$ cat src/rtl/gb_hdma_pkg.sv
// gb_hdma_pkg: shared constants and types for the GBC VRAM DMA engine.
//  - register offsets FF51..FF55 (low byte of the CPU address)
//  - FSM state encoding
//  - default block geometry
package gb_hdma_pkg;

  localparam logic [7:0] REG_SRC_HI = 8'h51;
  localparam logic [7:0] REG_SRC_LO = 8'h52;
  localparam logic [7:0] REG_DST_HI = 8'h53;
  localparam logic [7:0] REG_DST_LO = 8'h54;
  localparam logic [7:0] REG_CTRL   = 8'h55;

  localparam int BLOCK_BYTES_DEF = 16;
  localparam int LEN_W_DEF       = 7;

  typedef enum logic [2:0] {
    IDLE,
    GDMA_RD,
    GDMA_WR,
    HDMA_WAIT,
    HDMA_RD,
    HDMA_WR
  } state_t;

  // True while a block is actively being copied (CPU must be held).
  function automatic logic is_copy(input state_t s);
    return (s == GDMA_RD) || (s == GDMA_WR) || (s == HDMA_RD) || (s == HDMA_WR);
  endfunction

endpackage

$ cat src/rtl/gb_hdma_if.sv
// gb_hdma_if: CPU register bus plus the source-read / VRAM-write path of the DMA.
//  slave  : the DMA engine side (decodes registers, drives source and VRAM buses)
//  master : the system side (CPU, source memory, VRAM)
//  cpu_sel_reg/cpu_addr/cpu_wr/cpu_di -> register access; cpu_do read data; cpu_stall CPU hold
//  src_rd/src_addr -> source read request; src_data returned one ce cycle later
//  vram_addr/vram_wren/vram_di -> VRAM byte write
interface gb_hdma_if;
  logic        cpu_sel_reg;
  logic [7:0]  cpu_addr;
  logic        cpu_wr;
  logic [7:0]  cpu_di;
  logic [7:0]  cpu_do;
  logic        cpu_stall;
  logic        src_rd;
  logic [15:0] src_addr;
  logic [7:0]  src_data;
  logic [12:0] vram_addr;
  logic        vram_wren;
  logic [7:0]  vram_di;

  modport slave (
    input  cpu_sel_reg, cpu_addr, cpu_wr, cpu_di, src_data,
    output cpu_do, cpu_stall, src_rd, src_addr, vram_addr, vram_wren, vram_di
  );

  modport master (
    output cpu_sel_reg, cpu_addr, cpu_wr, cpu_di, src_data,
    input  cpu_do, cpu_stall, src_rd, src_addr, vram_addr, vram_wren, vram_di
  );
endinterface

$ cat src/rtl/gb_hblank_edge.sv
// gb_hblank_edge: registers the video mode on ce and emits a one-ce-cycle pulse
// on the cycle the mode enters 0 (HBlank).
//  clk_sys, reset (sync, active high), ce : clocking
//  lcd_mode     : current video mode
//  hblank_pulse : high for one ce cycle on entry to HBlank
module gb_hblank_edge (
  input  logic       clk_sys,
  input  logic       reset,
  input  logic       ce,
  input  logic [1:0] lcd_mode,
  output logic       hblank_pulse
);
  logic [1:0] mode_q;

  always_ff @(posedge clk_sys) begin
    if (reset)   mode_q <= 2'd0;
    else if (ce) mode_q <= lcd_mode;
  end

  assign hblank_pulse = ce && (lcd_mode == 2'd0) && (mode_q != 2'd0);
endmodule

$ cat src/rtl/gb_hdma.sv
// gb_hdma: GBC VRAM DMA engine (FF51-FF55). Copies BLOCK_BYTES-byte blocks from
// the CPU address space to VRAM, either all at once (GDMA) or one block per
// HBlank (HDMA). Each byte takes two ce cycles: a source read, then a VRAM write.
//  clk_sys, reset (sync, active high), ce : clocking
//  lcd_mode, lcd_on : video status used to pace HDMA
//  bus (gb_hdma_if.slave) : register access, cpu_stall, source read, VRAM write
module gb_hdma
  import gb_hdma_pkg::*;
#(
  parameter int BLOCK_BYTES = BLOCK_BYTES_DEF,
  parameter int LEN_W       = LEN_W_DEF
) (
  input  logic       clk_sys,
  input  logic       reset,
  input  logic       ce,
  input  logic [1:0] lcd_mode,
  input  logic       lcd_on,
  gb_hdma_if.slave   bus
);
  localparam int BW = (BLOCK_BYTES > 1) ? $clog2(BLOCK_BYTES) : 1;

  state_t           state, state_nx;
  logic [15:0]      src;
  logic [12:0]      dst;
  logic [LEN_W-1:0] remaining;
  logic [BW-1:0]    byte_cnt;
  logic             hblank;
  logic             reg_wr, ctrl_wr, is_wr, block_end;
  logic             src_rd, vram_wren, cpu_stall;

  gb_hblank_edge u_hblank (
    .clk_sys      (clk_sys),
    .reset        (reset),
    .ce           (ce),
    .lcd_mode     (lcd_mode),
    .hblank_pulse (hblank)
  );

  assign reg_wr    = ce && bus.cpu_wr && bus.cpu_sel_reg;
  assign ctrl_wr   = reg_wr && (bus.cpu_addr == REG_CTRL);
  assign is_wr     = (state == GDMA_WR) || (state == HDMA_WR);
  assign block_end = is_wr && (byte_cnt == BW'(BLOCK_BYTES - 1));

  always_ff @(posedge clk_sys) begin
    if (reset)   state <= IDLE;
    else if (ce) state <= state_nx;
  end

  always_comb begin
    state_nx  = state;
    src_rd    = 1'b0;
    vram_wren = 1'b0;
    cpu_stall = is_copy(state);
    case (state)
      IDLE:
        if (ctrl_wr) begin
          // HDMA started with the LCD off copies its first block straight away.
          if (bus.cpu_di[7]) state_nx = lcd_on ? HDMA_WAIT : HDMA_RD;
          else               state_nx = GDMA_RD;
        end
      GDMA_RD: begin
        src_rd   = 1'b1;
        state_nx = GDMA_WR;
      end
      GDMA_WR: begin
        vram_wren = ce;
        if (block_end) state_nx = (remaining == '0) ? IDLE : GDMA_RD;
        else           state_nx = GDMA_RD;
      end
      HDMA_WAIT:
        if (ctrl_wr && !bus.cpu_di[7]) state_nx = IDLE;
        else if (hblank)               state_nx = HDMA_RD;
      HDMA_RD: begin
        src_rd   = 1'b1;
        state_nx = HDMA_WR;
      end
      HDMA_WR: begin
        vram_wren = ce;
        if (block_end) state_nx = (remaining == '0) ? IDLE : HDMA_WAIT;
        else           state_nx = HDMA_RD;
      end
      default: state_nx = IDLE;
    endcase
  end

  // Address/count datapath. Copy updates take priority; register writes are
  // only honoured outside an active block (CPU is stalled then anyway).
  always_ff @(posedge clk_sys) begin
    if (reset) begin
      src       <= '0;
      dst       <= '0;
      remaining <= '1;
      byte_cnt  <= '0;
    end else if (ce) begin
      if (is_wr) begin
        src      <= src + 16'd1;
        dst      <= dst + 13'd1;
        byte_cnt <= block_end ? '0 : byte_cnt + 1'b1;
        if (block_end) remaining <= remaining - 1'b1;  // 0 wraps to all-ones
      end else if (reg_wr && !is_copy(state)) begin
        case (bus.cpu_addr)
          REG_SRC_HI: src[15:8] <= bus.cpu_di;
          REG_SRC_LO: src[7:0]  <= {bus.cpu_di[7:4], 4'h0};
          REG_DST_HI: dst[12:8] <= bus.cpu_di[4:0];
          REG_DST_LO: dst[7:0]  <= {bus.cpu_di[7:4], 4'h0};
          REG_CTRL:
            if (state == IDLE || bus.cpu_di[7]) begin
              remaining <= bus.cpu_di[LEN_W-1:0];
              byte_cnt  <= '0;
            end
          default: ;
        endcase
      end
    end
  end

  // Idle reads give {1,remaining}: 0xFF after completion (remaining wrapped),
  // 0x80|remaining after an abort.
  assign bus.cpu_do    = (bus.cpu_sel_reg && bus.cpu_addr == REG_CTRL) ?
                         {state == IDLE, remaining} : 8'hFF;
  assign bus.cpu_stall = cpu_stall;
  assign bus.src_rd    = src_rd;
  assign bus.src_addr  = src;
  assign bus.vram_addr = dst;
  assign bus.vram_wren = vram_wren;
  assign bus.vram_di   = bus.src_data;
endmodule
$ cat src/flat_wrapper.sv
// flat-port wrapper written by rule: the top's interface ports become plain ports
module gb_hdma_flat import gb_hdma_pkg::*;
#(
  parameter int BLOCK_BYTES = BLOCK_BYTES_DEF,
  parameter int LEN_W       = LEN_W_DEF
)
  (clk_sys, reset, ce, lcd_mode, lcd_on, bus_cpu_sel_reg, bus_cpu_addr, bus_cpu_wr, bus_cpu_di, bus_src_data, bus_cpu_do, bus_cpu_stall, bus_src_rd, bus_src_addr, bus_vram_addr, bus_vram_wren, bus_vram_di);
  gb_hdma_if bus_i ();
  input  logic clk_sys;
  input  logic reset;
  input  logic ce;
  input  logic [1:0] lcd_mode;
  input  logic lcd_on;
  input wire logic [$bits(bus_i.cpu_sel_reg)-1:0] bus_cpu_sel_reg;
  input wire logic [$bits(bus_i.cpu_addr)-1:0] bus_cpu_addr;
  input wire logic [$bits(bus_i.cpu_wr)-1:0] bus_cpu_wr;
  input wire logic [$bits(bus_i.cpu_di)-1:0] bus_cpu_di;
  input wire logic [$bits(bus_i.src_data)-1:0] bus_src_data;
  output wire logic [$bits(bus_i.cpu_do)-1:0] bus_cpu_do;
  output wire logic [$bits(bus_i.cpu_stall)-1:0] bus_cpu_stall;
  output wire logic [$bits(bus_i.src_rd)-1:0] bus_src_rd;
  output wire logic [$bits(bus_i.src_addr)-1:0] bus_src_addr;
  output wire logic [$bits(bus_i.vram_addr)-1:0] bus_vram_addr;
  output wire logic [$bits(bus_i.vram_wren)-1:0] bus_vram_wren;
  output wire logic [$bits(bus_i.vram_di)-1:0] bus_vram_di;
  assign bus_i.cpu_sel_reg = bus_cpu_sel_reg;
  assign bus_i.cpu_addr = bus_cpu_addr;
  assign bus_i.cpu_wr = bus_cpu_wr;
  assign bus_i.cpu_di = bus_cpu_di;
  assign bus_i.src_data = bus_src_data;
  assign bus_cpu_do = bus_i.cpu_do;
  assign bus_cpu_stall = bus_i.cpu_stall;
  assign bus_src_rd = bus_i.src_rd;
  assign bus_src_addr = bus_i.src_addr;
  assign bus_vram_addr = bus_i.vram_addr;
  assign bus_vram_wren = bus_i.vram_wren;
  assign bus_vram_di = bus_i.vram_di;
  gb_hdma #(.BLOCK_BYTES(BLOCK_BYTES), .LEN_W(LEN_W)) u_core (.clk_sys(clk_sys), .reset(reset), .ce(ce), .lcd_mode(lcd_mode), .lcd_on(lcd_on), .bus(bus_i));
endmodule
$ cat config.mk
export PLATFORM = sky130hd
export DESIGN_NAME = gb_hdma_flat
export DESIGN_NICKNAME = d
export VERILOG_FILES = /design/src/rtl/gb_hdma_pkg.sv /design/src/rtl/gb_hdma_if.sv /design/src/rtl/gb_hblank_edge.sv /design/src/rtl/gb_hdma.sv /design/src/flat_wrapper.sv
export SDC_FILE = /design/constraint.sdc
export NUM_CORES = 1
export LEC_CHECK = 0
export CAP_MARGIN = 20
export CELL_PAD_IN_SITES_DETAIL_PLACEMENT = 1
export CELL_PAD_IN_SITES_GLOBAL_PLACEMENT = 1
export CORE_ASPECT_RATIO = 0.9
export CORE_MARGIN = 2
export CORE_UTILIZATION = 36
export DETAILED_ROUTE_END_ITERATION = 10
export GPL_TIMING_DRIVEN = 0
export PLACE_DENSITY = 0.8
export SLEW_MARGIN = 20
export SYNTH_ARGS = -nofsm -noshare
export SYNTH_HDL_FRONTEND = slang
export SYNTH_HIERARCHICAL = 1
export SYNTH_SLANG_ARGS = --single-unit
$ cat constraint.sdc
create_clock -name clk_sys -period 2.4 [get_ports clk_sys]
set_input_delay 0.36 -clock clk_sys [delete_from_list [all_inputs] [get_ports clk_sys]]
set_output_delay 0.36 -clock clk_sys [all_outputs]
set_load 0.01 [all_outputs]
==> qor.yml <==
run_status: "finished, final reports clean"
post_drt_wl_per_cell_um: 20.3
pin_count: 80
worstSetupStartpoint: "bus_cpu_addr[2]"
ys_async_sr_fraction_pct: 0
floorplan.die.height_um: 93.8
total_neg_setup_slack_ns: 0
port-buffer-count: 71
core_area_mm2: 0.00865
yosys.area.top_type: "dfxtp_1"
routed-via-count: 3717
antenna_left: 0
ctsHtreeMaxLevel: 2
cpLargestDelayFamily: "simple AND/OR/NAND/NOR gates"
synth_nets: 438
power_density_mw_per_mm2: 381
dpl-instance-area_mm2: 0.00409
report.final.hold_viol_count: 0
intPower_w: 0.00125
ys_ff_latch: 45
timing.reg2reg.worst_path_depth: 7
initial_core_util_pct: 37.3
timing.setup.critical_path_class: "primary input to flop"
combPwrFrac_pct: 11.4
gp_congestion: 0.873
worst_path_cell_chain: "clkdlybuf4s50_1 > nor4b_1 > nand2_1 > o31a_1 > buf_2 > o21ai_1 > a21oi_1"
firstDrtPassIters: 6
top_layer: "met4"
global_route_wire_length_before_repair_mm: 19.7
synthMostInstantiatedCell: "dfxtp_1"
cp_num_cells: 7
synth.yosys.warnings: 6
routed_met3_length_um: 846
overflow: 0
antenna_violations_before_repair: 0
utilization_pct: 50.0
clock_power_share_pct: 43.1
crit_required_ns: 2.57
routed_wirelength_mm: 12.4
fillerInstances: 1075
setup.worst_path.end_class: "flop"
fmax_mhz: 423
first_global_vias: 3830
antenna_cells: 0
placementRows: 32
power_switching_share_pct: 24.1
seqPwrFrac_pct: 45.5
synth_enable_flop_cells: 0
die_area_mm2: 0.00974
final_net_count: 524
initialDrtViolationCount: 227
area_growth_pct: 33.9
hpwl_detailed_mm: 8.93
period_needed_ns: 2.36
synth.top_cells.by_count: "dfxtp_1 (45), a21oi_1 (31), nor2_1 (29)"
worst_path_largest_cell_delay_ns: 0.65
post_synthesis_average_cell_area_um2: 8.03
max_cap_violations: 0
max-slew-margin-rel_pct: 50.9
rsz0062_at_grt: "yes"
grt_max_degree: 15
cts.path.max_buffers: 2
tritoncts: "yes"
cts.reportedPaths.clkPinSlew_ns: 0.10
detail_route.wirelength.met1_mm: 5.41
synth.lib_cells_used.distinct: 80
final_max_slew_viol_count: 0
worst_ep_arrival_time_ns: 2.54
final-setup-viol-count: 0
placement.setup.worst_slack_ns: -0.535
register_area_um2: 902
netlist_area_mm2: 0.00323
p_switching_w: 0.000398
worst_r2r_end: "u_core/state[1]$_SDFFE_PP0P_"
crit_end: "u_core/bus.src_addr[6]$_SDFFE_PP0P_"
cts_root_buffer: "clkbuf_8"
fin_crit_sh_pct: 98.4
clock_sink_count: 45
cp.buffers_inverters: 2
final_area_mm2: 0.00432
power.ir.vdd_worst_mv: 0.249
synth-main-ff-cell: "dfxtp_1"
chipWidth_um: 104
area_occupied_by_multi_input_gates_mm2: 0.00213
reg2reg_slack_ns: 0.20
worst_slew_pin_slew_ns: 0.736
total_leakage_power_nw: 1.57
insertion_delay_ns: 0.31
routed_length_on_met2_mm: 5.88
netlist_top_cells_area: "dfxtp_1 (28%), a21oi_1 (4.8%), nor3_1 (3.6%)"
worst_setup_path_start_kind: "primary input"
hold_ws_ns: 0.479
timing.critical_path.fanout_max: 10
via_per_inst: 6.11
grt_usage_pct: 25.5
drc_errors: 0
synthDominantCellAreaShare_pct: 27.9
share_of_post_route_cells_with_drive_strength_above_1_pct: 15.1
synth-seq-area-share_pct: 27.9
layout_setup_ws_ns: 0.0385
worst_r2r_start: "u_core/remaining[0]$_SDFFE_PP1P_"
hold_path_class: "flop to flop"
critical-path-slowest-cell: "nor4b_1"
clock-skew-final_ns: 0.00619
number_of_standard_cells_after_synthesis: 402
cts-hold-fix-buffers: 0
cts_buffers: 5
==> worst min-delay path, cell delays in order (launching register included) <==
cell	delay, ns
dfxtp_1	0.33
nand2_1	0.06
o22ai_1	0.05
==> per-stage QoR <==
| stage | power [W] | std cells |
|---|---|---|
| floorplan | 0.000850 | 402 |
| global placement | 0.000944 | 592 |
| detailed placement | 0.000948 | 592 |
| CTS | 0.00165 | 607 |
| global route | 0.00170 | 608 |
| finish | 0.00165 | 608 |
==> kinds of logic after synthesis <==
| family | share of synthesized area (%) |
|---|---|
| mux | 1.94 |
| xor+xnor | 0.814 |
| flops | 27.9 |
| compound gates | 29.5 |
| simple gates | 31.3 |
| fa+ha+maj | 1.55 |
| buf+inv | 7.06 |
==> power groups by stage <==
stage          registers, W  clock network, W   logic, W
2_1_floorplan      0.000767                 0  0.0000830
3_3_place_gp       0.000767                 0   0.000177
3_5_place_dp       0.000768                 0   0.000181
4_1_cts            0.000750          0.000718   0.000182
5_1_grt            0.000751          0.000748   0.000198
6_report           0.000750          0.000710   0.000188
==> timing repair <==
| action | CTS | global route |
|---|---|---|
| endpoints found under the hold margin | 0 | 0 |
| setup endpoints to repair | 11 | 14 |
| setup buffers | 7 | 1 |
| pin swaps | 3 | 1 |
| gates cloned | 0 | 0 |
| gates resized for setup | 19 | 14 |
==> final cells by class <==
type	count	area share (%)
clock buffers	5	1.59
well taps	119	3.45
inverters	10	0.869
clock inverters	3	1.51
plain buffers	31	4.75
repair buffers	79	17.7
multi-input cells	316	49.2
flip-flops and latches	45	20.9
==> worst min path at each step <==
stage                                             end  slack, ns                                   from  cells past startpoint
2_1_floorplan  u_core/u_hblank/mode_q[0]$_SDFFE_PP0P_       0.43                                  reset                      1
3_3_place_gp    u_core/bus.vram_addr[12]$_SDFFE_PP0P_       0.46  u_core/bus.vram_addr[12]$_SDFFE_PP0P_                      2
3_5_place_dp    u_core/bus.vram_addr[12]$_SDFFE_PP0P_       0.47  u_core/bus.vram_addr[12]$_SDFFE_PP0P_                      2
4_1_cts         u_core/bus.vram_addr[12]$_SDFFE_PP0P_       0.49  u_core/bus.vram_addr[12]$_SDFFE_PP0P_                      2
5_1_grt         u_core/bus.vram_addr[12]$_SDFFE_PP0P_       0.52  u_core/bus.vram_addr[12]$_SDFFE_PP0P_                      2
6_report        u_core/bus.vram_addr[12]$_SDFFE_PP0P_       0.48  u_core/bus.vram_addr[12]$_SDFFE_PP0P_                      2
==> sequential cells by signal, summed over array words and instances, names as in the netlist <==
name	count
u_core/bus.src_addr	16
u_core/bus.vram_addr	13
u_core/byte_cnt	4
u_core/remaining	7
u_core/state	3
u_core/u_hblank/mode_q	2
==> layout by cell type, fill, tap and decap left out, types with 6 or more instances in the layout <==
| cell type | n |
|---|---|
| dfxtp_1 | 44 |
| o21ai_0 | 21 |
| o22ai_1 | 6 |
| nor2_1 | 28 |
| buf_4 | 16 |
| clkbuf_1 | 8 |
| nand4_1 | 11 |
| nand2_1 | 24 |
| a21oi_1 | 31 |
| buf_6 | 7 |
| inv_1 | 9 |
| and3_1 | 12 |
| nor3_1 | 23 |
| buf_2 | 8 |
| o21ai_1 | 7 |
| nand3_1 | 17 |
| clkdlybuf4s50_1 | 59 |
| or2_2 | 6 |
| and4_1 | 6 |
| a31oi_1 | 7 |
==> layer usage <==
| layer | vias up | GRT usage, % |
|---|---|---|
| met1 | 1815 | 32.1 |
| met2 | 172 | 44.2 |
| met3 | 23 | 4.02 |
| met4 | 0 | 10.0 |
| met5 | - | 0 |
| li1 | 1707 | - |
(Power assumes the default switching activity.)
